$ cat config.mk
export PLATFORM = sky130hd
export DESIGN_NAME = piso_serializer
export DESIGN_NICKNAME = d
export VERILOG_FILES = /design/src/rtl/piso_serializer.sv
export SDC_FILE = /design/constraint.sdc
export NUM_CORES = 1
export LEC_CHECK = 0
export CORE_AREA = 2 2 39 41
export DETAILED_ROUTE_END_ITERATION = 16
export DIE_AREA = 0 0 41 43
export GPL_TIMING_DRIVEN = 0
export MAX_ROUTING_LAYER = met4
export PLACE_DENSITY = 0.76
export SYNTH_ARGS = -nofsm -noshare
export SYNTH_HDL_FRONTEND = slang
export SYNTH_SLANG_ARGS = --single-unit
$ cat constraint.sdc
create_clock -name clk -period 3.9 [get_ports clk]
set_clock_uncertainty 0.15 [all_clocks]
set_input_delay 0.78 -clock clk [delete_from_list [all_inputs] [get_ports clk]]
set_output_delay 0.78 -clock clk [all_outputs]
set_load 0.03 [all_outputs]
$ cat src/rtl/piso_serializer.sv
// ---------------------------------------------------------------------------
// piso_serializer
//
// Parallel-in / serial-out transmitter. One WIDTH-bit word is taken per
// valid/ready handshake and shifted out one bit per clk, framed by ser_frame
// and terminated by a single-cycle ser_last pulse. A word accepted on the
// final cycle of a frame follows with no idle gap.
//
// Parameters
//   WIDTH      data bits per frame (>= 2)
//   MSB_FIRST  1: in_data[WIDTH-1] goes out first; 0: in_data[0] first
//
// Ports
//   clk        single clock, all state changes on posedge
//   rst_n      asynchronous active-low reset
//   in_valid   in_data holds a word to send
//   in_data    word to serialize, sampled only on handshake
//   in_ready   block can accept a word this cycle
//   ser_out    serial data bit (registered)
//   ser_frame  high on every cycle ser_out carries a frame bit (registered)
//   ser_last   high on the final bit of a frame (registered)
//
// Build option
//   SERIALIZER_PARITY_EN  when defined, each frame carries one extra even
//                         parity bit (^word) after the last data bit, and
//                         ser_last / in_ready mark that parity cycle.
// ---------------------------------------------------------------------------
module piso_serializer #(
  parameter int WIDTH     = 8,
  parameter bit MSB_FIRST = 1'b1
) (
  input  logic             clk,
  input  logic             rst_n,
  input  logic             in_valid,
  input  logic [WIDTH-1:0] in_data,
  output logic             in_ready,
  output logic             ser_out,
  output logic             ser_frame,
  output logic             ser_last
);

  localparam int CW   = $clog2(WIDTH) + 1;
  // Bit position of the shift register that is currently on the wire.
  localparam int HEAD = MSB_FIRST ? WIDTH - 1 : 0;

  localparam logic [1:0] IDLE   = 2'd0;
  localparam logic [1:0] SHIFT  = 2'd1;
`ifdef SERIALIZER_PARITY_EN
  localparam logic [1:0] PARITY = 2'd2;
`endif

  logic [1:0]       state_reg, state_next;
  logic [WIDTH-1:0] shift_reg, shift_next;
  logic [WIDTH-1:0] shifted;
  logic [CW-1:0]    count_reg, count_next;
  logic             frame_reg, frame_next;
  logic             last_reg, last_next;
`ifdef SERIALIZER_PARITY_EN
  logic             parity_reg, parity_next;
`endif

  logic accept;
  logic last_data;
  logic frame_end;

  // The shift register always holds the bit on the wire at HEAD, so ser_out
  // is a direct flop output; idle and reset leave the register cleared.
  assign ser_out   = shift_reg[HEAD];
  assign ser_frame = frame_reg;
  assign ser_last  = last_reg;

  // last_reg is high exactly on the final cycle of a frame, which is also
  // the only non-idle cycle in which a new word may be taken.
  assign in_ready  = (state_reg == IDLE) || last_reg;
  assign accept    = in_valid && in_ready;
  assign last_data = (state_reg == SHIFT) && (count_reg == CW'(WIDTH - 1));

`ifdef SERIALIZER_PARITY_EN
  assign frame_end = (state_reg == PARITY);
`else
  assign frame_end = last_data;
`endif

  // Register contents moved one place toward HEAD, zero filled.
  genvar gi;
  generate
    for (gi = 0; gi < WIDTH; gi++) begin : g_shift
      if (MSB_FIRST) begin : g_msb
        if (gi == 0) begin : g_fill
          assign shifted[gi] = 1'b0;
        end else begin : g_move
          assign shifted[gi] = shift_reg[gi-1];
        end
      end else begin : g_lsb
        if (gi == WIDTH - 1) begin : g_fill
          assign shifted[gi] = 1'b0;
        end else begin : g_move
          assign shifted[gi] = shift_reg[gi+1];
        end
      end
    end
  endgenerate

  always_comb begin
    state_next  = state_reg;
    shift_next  = shift_reg;
    count_next  = count_reg;
    frame_next  = frame_reg;
    last_next   = last_reg;
`ifdef SERIALIZER_PARITY_EN
    parity_next = parity_reg;
`endif

    if ((state_reg == IDLE) || frame_end) begin
      if (accept) begin
        // Load puts the first bit on the wire on the very next cycle.
        state_next  = SHIFT;
        shift_next  = in_data;
        count_next  = '0;
        frame_next  = 1'b1;
        last_next   = 1'b0;
`ifdef SERIALIZER_PARITY_EN
        parity_next = ^in_data;
`endif
      end else begin
        state_next = IDLE;
        shift_next = '0;
        count_next = '0;
        frame_next = 1'b0;
        last_next  = 1'b0;
      end
    end else if (state_reg == SHIFT) begin
`ifdef SERIALIZER_PARITY_EN
      if (last_data) begin
        state_next       = PARITY;
        shift_next       = '0;
        shift_next[HEAD] = parity_reg;
        count_next       = '0;
        last_next        = 1'b1;
      end else begin
        shift_next = shifted;
        count_next = count_reg + 1'b1;
        last_next  = 1'b0;
      end
`else
      shift_next = shifted;
      count_next = count_reg + 1'b1;
      // Raise ser_last as the final data bit moves onto the wire.
      last_next  = (count_reg == CW'(WIDTH - 2));
`endif
    end
  end

  always_ff @(posedge clk or negedge rst_n) begin
    if (!rst_n) begin
      state_reg  <= IDLE;
      shift_reg  <= '0;
      count_reg  <= '0;
      frame_reg  <= 1'b0;
      last_reg   <= 1'b0;
`ifdef SERIALIZER_PARITY_EN
      parity_reg <= 1'b0;
`endif
    end else begin
      state_reg  <= state_next;
      shift_reg  <= shift_next;
      count_reg  <= count_next;
      frame_reg  <= frame_next;
      last_reg   <= last_next;
`ifdef SERIALIZER_PARITY_EN
      parity_reg <= parity_next;
`endif
    end
  end

endmodule

==> results.rst, run 1 <==
.. list-table::
   :header-rows: 1

   * - Metric
     - Value
   * - Setup slack of the critical path after layout
     - 1.38 ns
   * - TritonCTS clock tree
     - built
   * - Normalized max-slew margin
     - around three fifths
   * - First-pass GRT wire length
     - 1610 um
   * - Fraction of final layout cells with drive strength greater than 1
     - about a fifth
   * - Initial core utilization
     - a little under half
   * - Share of synthesized cell area in full adder, half adder and majority cells
     - under 10%
   * - Std cell rows
     - 14
   * - DIE AREA
     - ~1800 sq um
   * - Number of H-tree levels
     - 1
   * - Number of warnings issued by yosys
     - 0
   * - Clock transition time at the flip-flop clock pins of the worst setup and hold paths
     - approximately 0.080 ns
   * - Source-to-sink clock delay at the later pin of the worst-skew pair
     - 0.27 ns
   * - Switching portion of total power
     - about a third
   * - Data required time of the critical path
     - 2.97 ns
   * - Most used cells in the layout excluding fill and tap cells
     - 14 x sky130_fd_sc_hd__dfrtp_1, 14 x sky130_fd_sc_hd__clkdlybuf4s50_1, 7 x sky130_fd_sc_hd__and3_1
   * - Cell chosen for the clock root
     - sky130_fd_sc_hd__clkbuf_4
   * - Quantity of gates resized following cts
     - 0
   * - Final Hold Fails
     - 0
   * - Number of global-route vias before repair
     - roughly 400
   * - Worst Hold Margin
     - ~0.34 ns
   * - Worst-case clock buffer depth
     - 2
   * - Total routing resource utilization after global routing
     - 14.2%
   * - Result of the run
     - complete, no violations
   * - Relative contribution of the clock network to total power
     - between 10% and 20%
   * - Syn-to-layout area delta
     - 31.3%
   * - Number of buffers inserted during clock tree synthesis
     - 3
   * - Count of TritonRoute iterations in the first routing pass
     - 1
   * - Power Density
     - approximately 680 nW/um^2
   * - Worst slack at placement
     - around 1.7 ns
   * - Number of library cell types mapped by synthesis
     - 16
   * - Clock period minus worst slack
     - ~2.5 ns
   * - Compound-cell area share of the yosys netlist
     - 0%
   * - Number of I/O pins
     - 15
   * - Crit Path Max Fanout
     - 10
   * - Mapped Cells
     - between 40 and 50
   * - Class of the most critical hold timing path
     - reg -> reg
   * - Lkg Pwr
     - ~0.42 nW
   * - Vias per cell
     - between 4 and 5
   * - Post-CTS Hold Buffers
     - 0
   * - Transition at the pin with the smallest max-transition slack
     - ~0.61 ns
   * - Relative contribution of sequential cells to total power
     - between 30% and 40%
   * - Avg WL per Cell
     - 12.3 um
   * - Net count after synthesis
     - 61
   * - Port Buffer Count
     - 14
   * - Simple-gate share of the synthesized area
     - around 18%
   * - Portion of total power attributed to combinational logic
     - 43.4%
   * - Antenna violations before repair
     - 0
   * - Power dissipated by switching net loads
     - between 0.15 and 0.2 mW
   * - HPWL Detailed
     - 768 um
   * - DRC violation count after routing
     - 0
   * - Worst reg-to-reg setup slack
     - between 2 and 2.5 ns
   * - Slew Viols, Final
     - 0
   * - Max rail drop VDD
     - between 200 and 300 uV
   * - Post-Synth XOR/XNOR Area
     - approximately 2.8%
   * - Area share of the largest cell type after synthesis
     - a little under three fifths
   * - Final setup violating endpoints
     - 0
   * - Number of flip-flops in the largest register
     - 8
   * - Die Ht
     - 43 um
   * - FMAX
     - around 400 MHz
   * - Data arrival time at the worst-slack endpoint
     - between 1.5 and 2 ns
   * - Final net count
     - 80
   * - Routed wire length
     - between 1000 and 1500 um
   * - Final Util
     - roughly 60%
   * - Count of vias placed by the detailed router
     - 408
   * - Sequential area share after synthesis
     - a little under three fifths
   * - Internal power component
     - ~0.37 mW
   * - Max cap viols
     - 0
   * - Post-detailed-route count of antenna-violating nets
     - 0
   * - Final GP Congestion
     - ~0.71
   * - Dominant combinational cell family by area after synthesis
     - simple AND/OR/NAND/NOR gates
   * - Largest cells by area after synthesis
     - sky130_fd_sc_hd__dfrtp_1 56%, sky130_fd_sc_hd__mux2_4 9.6%, sky130_fd_sc_hd__and3_1 7.0%
   * - Mean instance size in the synthesized netlist
     - about 13 sq um
   * - Sum Neg Setup Slack
     - 0 ns
   * - Buffers inserted by post-CTS timing repair
     - 0
   * - Library cell with the largest summed area after synthesis
     - sky130_fd_sc_hd__dfrtp_1
   * - Final global-route overflow total
     - 0
   * - Launching element type of the critical path
     - register
   * - Cell Area, Synth
     - between 600 and 700 sq um
   * - Register bit count reported by yosys
     - 14
   * - Initial drt markers
     - 0
   * - Core area
     - around 1400 sq um
   * - Horizontal die dimension
     - 41 um
   * - Final cycle utilization of the critical path
     - between 60 and 70%
   * - Unrepaired setup endpoints after global routing
     - no
   * - Largest net degree at the start of global routing
     - 15
   * - Sort of element at the end of the critical path
     - output pin
   * - Number of antenna diodes
     - 0
   * - Sink Count
     - 14
   * - Setup Crit Path Kind
     - reg -> out
   * - Fraction of synthesized area in multiplexers
     - 15.0%
[worst max-delay path: stages (launching register included)]
cell	delay, ns
sky130_fd_sc_hd__dfrtp_1	0.42
sky130_fd_sc_hd__nand2b_1	0.10
sky130_fd_sc_hd__buf_6	0.13
sky130_fd_sc_hd__clkdlybuf4s50_1	0.66
[final timing paths]
check                              from           end  depth (start not counted)
max                           ser_frame      in_ready                          3
min                        shift_reg[2]  shift_reg[3]                          1
max reg2reg                count_reg[0]  shift_reg[5]                          5
min reg2reg                shift_reg[2]  shift_reg[3]                          1
max in group asynchronous         rst_n  count_reg[1]                          1
min in group asynchronous         rst_n     ser_frame                          1
[through the flow]
stage / instance area (sq um) / cells / total power [mW]
after CTS: 823 / 82 / 0.570
after global routing: 823 / 82 / 0.601
after detailed placement: 787 / 78 / 0.465
after global placement: 787 / 78 / 0.454
after floorplan: 627 / 48 / 0.386
final: 823 / 82 / 0.560
[cells by family after synthesis]
kind of cell,Yosys count
xor gates and xnor gates,2
adders and majority gates,2
buffers and inverters,3
DFF,14
muxes,7
and+or+nand+nor,20
[metal layers]
metal | track usage, % | wire [um] | vias to the layer above
met5 | - | 0 | -
met3 | 1.57 | 33 | 2
met1 | 16.9 | 461 | 200
met2 | 21.3 | 504 | 9
li1 | - | - | 197
met4 | 10.0 | 13 | 0
[cell type report]
type / count / area [sq um]
fillers: 119 / 561
flip-flops and latches: 14 / 350
inverters: 1 / 3.75
multi-input cells: 31 / 250
plain buffers: 2 / 22.5
clock buffers: 4 / 36.3
repair buffers: 14 / 140
well taps: 16 / 20.0
[power by group through the flow]
stage | Combinational [mW] | Sequential (mW) | Clock, mW
floorplan | 0.155 | 0.231 | 0
global placement | 0.239 | 0.215 | 0
detailed placement | 0.247 | 0.219 | 0
CTS | 0.247 | 0.216 | 0.106
global route | 0.267 | 0.221 | 0.112
finish | 0.243 | 0.215 | 0.102
[cell usage after synthesis]
cell type,instances
sky130_fd_sc_hd__inv_1,1
sky130_fd_sc_hd__nand2b_1,1
sky130_fd_sc_hd__nor2_1,4
sky130_fd_sc_hd__nand2_1,2
sky130_fd_sc_hd__xor2_1,2
sky130_fd_sc_hd__and2_1,1
sky130_fd_sc_hd__dfrtp_1,14
sky130_fd_sc_hd__nand3b_1,2
sky130_fd_sc_hd__ha_1,2
sky130_fd_sc_hd__buf_6,2
sky130_fd_sc_hd__mux2_4,4
sky130_fd_sc_hd__nand2_2,1
sky130_fd_sc_hd__nand3_1,1
sky130_fd_sc_hd__and3_1,7
sky130_fd_sc_hd__and4_1,1
sky130_fd_sc_hd__mux2_2,3
(Power assumes the default switching activity.)
==> run 2, diff against run 1 <==
==> config.mk (replaced) <==
export PLATFORM = sky130hd
export DESIGN_NAME = piso_serializer
export DESIGN_NICKNAME = d
export VERILOG_FILES = /design/src/rtl/piso_serializer.sv
export SDC_FILE = /design/constraint.sdc
export NUM_CORES = 1
export LEC_CHECK = 0
export CORE_MARGIN = 2
export CORE_UTILIZATION = 41
export DETAILED_ROUTE_END_ITERATION = 16
export GPL_TIMING_DRIVEN = 0
export MAX_ROUTING_LAYER = met4
export PLACE_DENSITY = 0.71
export SYNTH_ARGS = -nofsm -noshare
export SYNTH_HDL_FRONTEND = slang
export SYNTH_SLANG_ARGS = --single-unit
==> constraint.sdc (replaced) <==
create_clock -name clk -period 2.02 [get_ports clk]
set_clock_uncertainty 0.15 [all_clocks]
set_input_delay 0.404 -clock clk [delete_from_list [all_inputs] [get_ports clk]]
set_output_delay 0.404 -clock clk [all_outputs]
set_load 0.03 [all_outputs]
==> results.rst, run 2 (synthesis results as in run 1) <==
.. list-table::
   :header-rows: 1

   * - Metric
     - Value
   * - Setup Crit Path Kind
     - reg -> out
   * - Worst reg-to-reg setup slack
     - 0.45 ns (-1.87 ns)
   * - Data required time of the critical path
     - 1.47 ns (-1.50 ns)
   * - Max rail drop VDD
     - 455 uV (+59%)
   * - Source-to-sink clock delay at the later pin of the worst-skew pair
     - 0.27 ns (about the same)
   * - Horizontal die dimension
     - 43.1 um (+5.1%)
   * - DRC violation count after routing
     - 0 (unchanged)
   * - Number of filler cells placed in the layout
     - 142 (+19%)
   * - Clock period minus worst slack
     - 1.91 ns
   * - Final Util
     - 54.9% (-4.6 points)
   * - Vias per cell
     - 4.99 (+0.24%)
   * - Std cell rows
     - 14 (unchanged)
   * - Sink Count
     - 14 (unchanged)
   * - Slew Viols, Final
     - 0 (unchanged)
   * - Avg WL per Cell
     - 12.5 um (+0.93%)
   * - Most common cell after layout, fill and taps aside
     - sky130_fd_sc_hd__dfrtp_1
   * - Largest net degree at the start of global routing
     - 15 (unchanged)
   * - Worst-case clock buffer depth
     - 2 (unchanged)
   * - Transition at the pin with the smallest max-transition slack
     - 0.606 ns (-0.00670 ns)
   * - TritonCTS clock tree
     - built
   * - Number of I/O pins
     - 15 (unchanged)
   * - Final global-route overflow total
     - 0 (unchanged)
   * - Slowest cell on the critical path
     - sky130_fd_sc_hd__clkdlybuf4s50_1
   * - Hold Crit Start
     - shift_reg[1]
   * - Number of buffer and inverter stages on the critical path
     - 1 (-1)
   * - First-pass GRT wire length
     - 1800 um (+12%)
   * - Post-Layout Cell Count
     - 81 (-1.2%)
   * - Clock transition time at the flip-flop clock pins of the worst setup and hold paths
     - 0.08 ns (about the same)
   * - Final GP Congestion
     - 0.651 (-8.9%)
   * - Routed wire length
     - 1010 um (-0.30%)
   * - Area used by multi-input combinational logic
     - 250 sq um (unchanged)
   * - Port Buffer Count
     - 14 (unchanged)
   * - Max cap viols
     - 0 (unchanged)
   * - Number of global-route vias before repair
     - 428 (+6.7%)
   * - Cell chosen for the clock root
     - sky130_fd_sc_hd__clkbuf_4
   * - Unrepaired setup endpoints after global routing
     - no
   * - Reg2reg path depth
     - 5 (unchanged)
   * - Initial core utilization
     - 42.6% (-2.7 points)
   * - Worst slack at placement
     - 0.152 ns (-1.52 ns)
   * - Fraction of final layout cells with drive strength greater than 1
     - 20.0% (-1.2 points)
   * - Crit Path Max Fanout
     - 4 (-6)
   * - Number of buffers inserted during clock tree synthesis
     - 3 (unchanged)
   * - Final Hold Fails
     - 0 (unchanged)
   * - Die Ht
     - 43.1 um (+0.23%)
   * - Power Density
     - 1260 nW/um^2 (+86%)
   * - Reg2Reg Capture Point
     - shift_reg[4]
   * - HPWL Detailed
     - 763 um (-0.68%)
   * - Logic depth of the worst setup path including buffers
     - 1 (-2)
   * - Sort of element at the end of the critical path
     - output pin
   * - Class of the most critical hold timing path
     - reg -> reg
   * - Cell area after placement
     - 787 sq um (unchanged)
   * - Placed cell count
     - 78 (unchanged)
   * - Antenna violations before repair
     - 0 (unchanged)
   * - Result of the run
     - complete, no violations
   * - Final setup violating endpoints
     - 0 (unchanged)
   * - Initial drt markers
     - 3 (+3)
   * - Syn-to-layout area delta
     - 28.9%
   * - Count of vias placed by the detailed router
     - 404 (-0.98%)
   * - Largest delay share family, worst path
     - buffers and inverters
   * - Area used by sequential logic in the layout
     - 350 sq um (unchanged)
   * - Core area
     - 1470 sq um (+6.3%)
   * - Total routing resource utilization after global routing
     - 13.7% (-0.53 points)
   * - Worst hold path stage count
     - 1 (unchanged)
   * - Count of TritonRoute iterations in the first routing pass
     - 3 (+2)
   * - Data arrival time at the worst-slack endpoint
     - 1.36 ns (-0.23 ns)
   * - Power after layout
     - 1.02 mW (+82%)
   * - Number of H-tree levels
     - 1 (unchanged)
   * - DIE AREA
     - 1860 sq um (+5.4%)
   * - Post-detailed-route count of antenna-violating nets
     - 0 (unchanged)
   * - Setup slack of the critical path after layout
     - 0.107 ns (-1.27 ns)
   * - Cell chain of the critical path
     - clkdlybuf4s50_1
   * - Worst Hold Margin
     - 0.335 ns (-0.00427 ns)
   * - Final cell area excluding filler cells
     - 808 sq um (-1.8%)
   * - Lkg Pwr
     - 0.416 nW (-0.96%)
   * - Launching point of the worst reg2reg path
     - count_reg[0]
   * - Worst min-delay path endpoint
     - shift_reg[2]
   * - Launching element type of the critical path
     - register
   * - Buffers inserted by post-CTS timing repair
     - 0 (unchanged)
   * - Final net count
     - 80 (unchanged)
   * - Maximum single-stage delay on the critical path
     - 0.69 ns (+0.03 ns)
   * - Most used cells in the layout excluding fill and tap cells
     - 14 x sky130_fd_sc_hd__dfrtp_1, 13 x sky130_fd_sc_hd__clkdlybuf4s50_1, 7 x sky130_fd_sc_hd__and3_1
   * - Normalized max-slew margin
     - 59.5% (+0.45 points)
   * - FMAX
     - between 500 and 600 MHz
   * - Number of flip-flops in the largest register
     - 8 (unchanged)
   * - Final cycle utilization of the critical path
     - 94.7%
   * - Sum Neg Setup Slack
     - 0 ns (unchanged)
   * - Number of antenna diodes
     - 0 (unchanged)
## run 2: area by class of cell
type / count / share of cell area (%)
inverter: 1 / 0.464
timing repair buffer: 14 / 17.2
multi-input combinational: 31 / 31.0
clock buffer: 3 / 2.79
tap: 16 / 2.48
sequential: 14 / 43.3
buffer: 2 / 2.79
## run 2: worst max-delay path by stage
| stage | end | slack (ns) | start |
|---|---|---|---|
| after detailed placement | in_ready | 0.15 | ser_frame |
| after global placement | in_ready | 0.17 | ser_frame |
| after global routing | ser_frame | 0.05 | ser_frame |
| after floorplan | shift_reg[4] | 0.51 | ser_last |
| after CTS | ser_frame | 0.09 | ser_frame |
| final | ser_frame | 0.11 | ser_frame |
## run 2: what timing repair did
action | CTS | global route
endpoints found under the setup margin | 1 | 0
gates resized for setup | 1 | 0
hold buffers | 0 | 0
## run 2: where the power goes
group          internal (mW)  switching [mW]
clock network         0.0689          0.0823
registers              0.360          0.0516
logic                  0.229           0.228
## run 2: per-layer routing
metal	track usage, %	part of all wire (%)	vias to the layer above
met5	-	0	-
met4	3.64	0	0
met3	4.26	5.6	0
met2	21.5	49	12
met1	17.1	45	196
li1	-	-	196
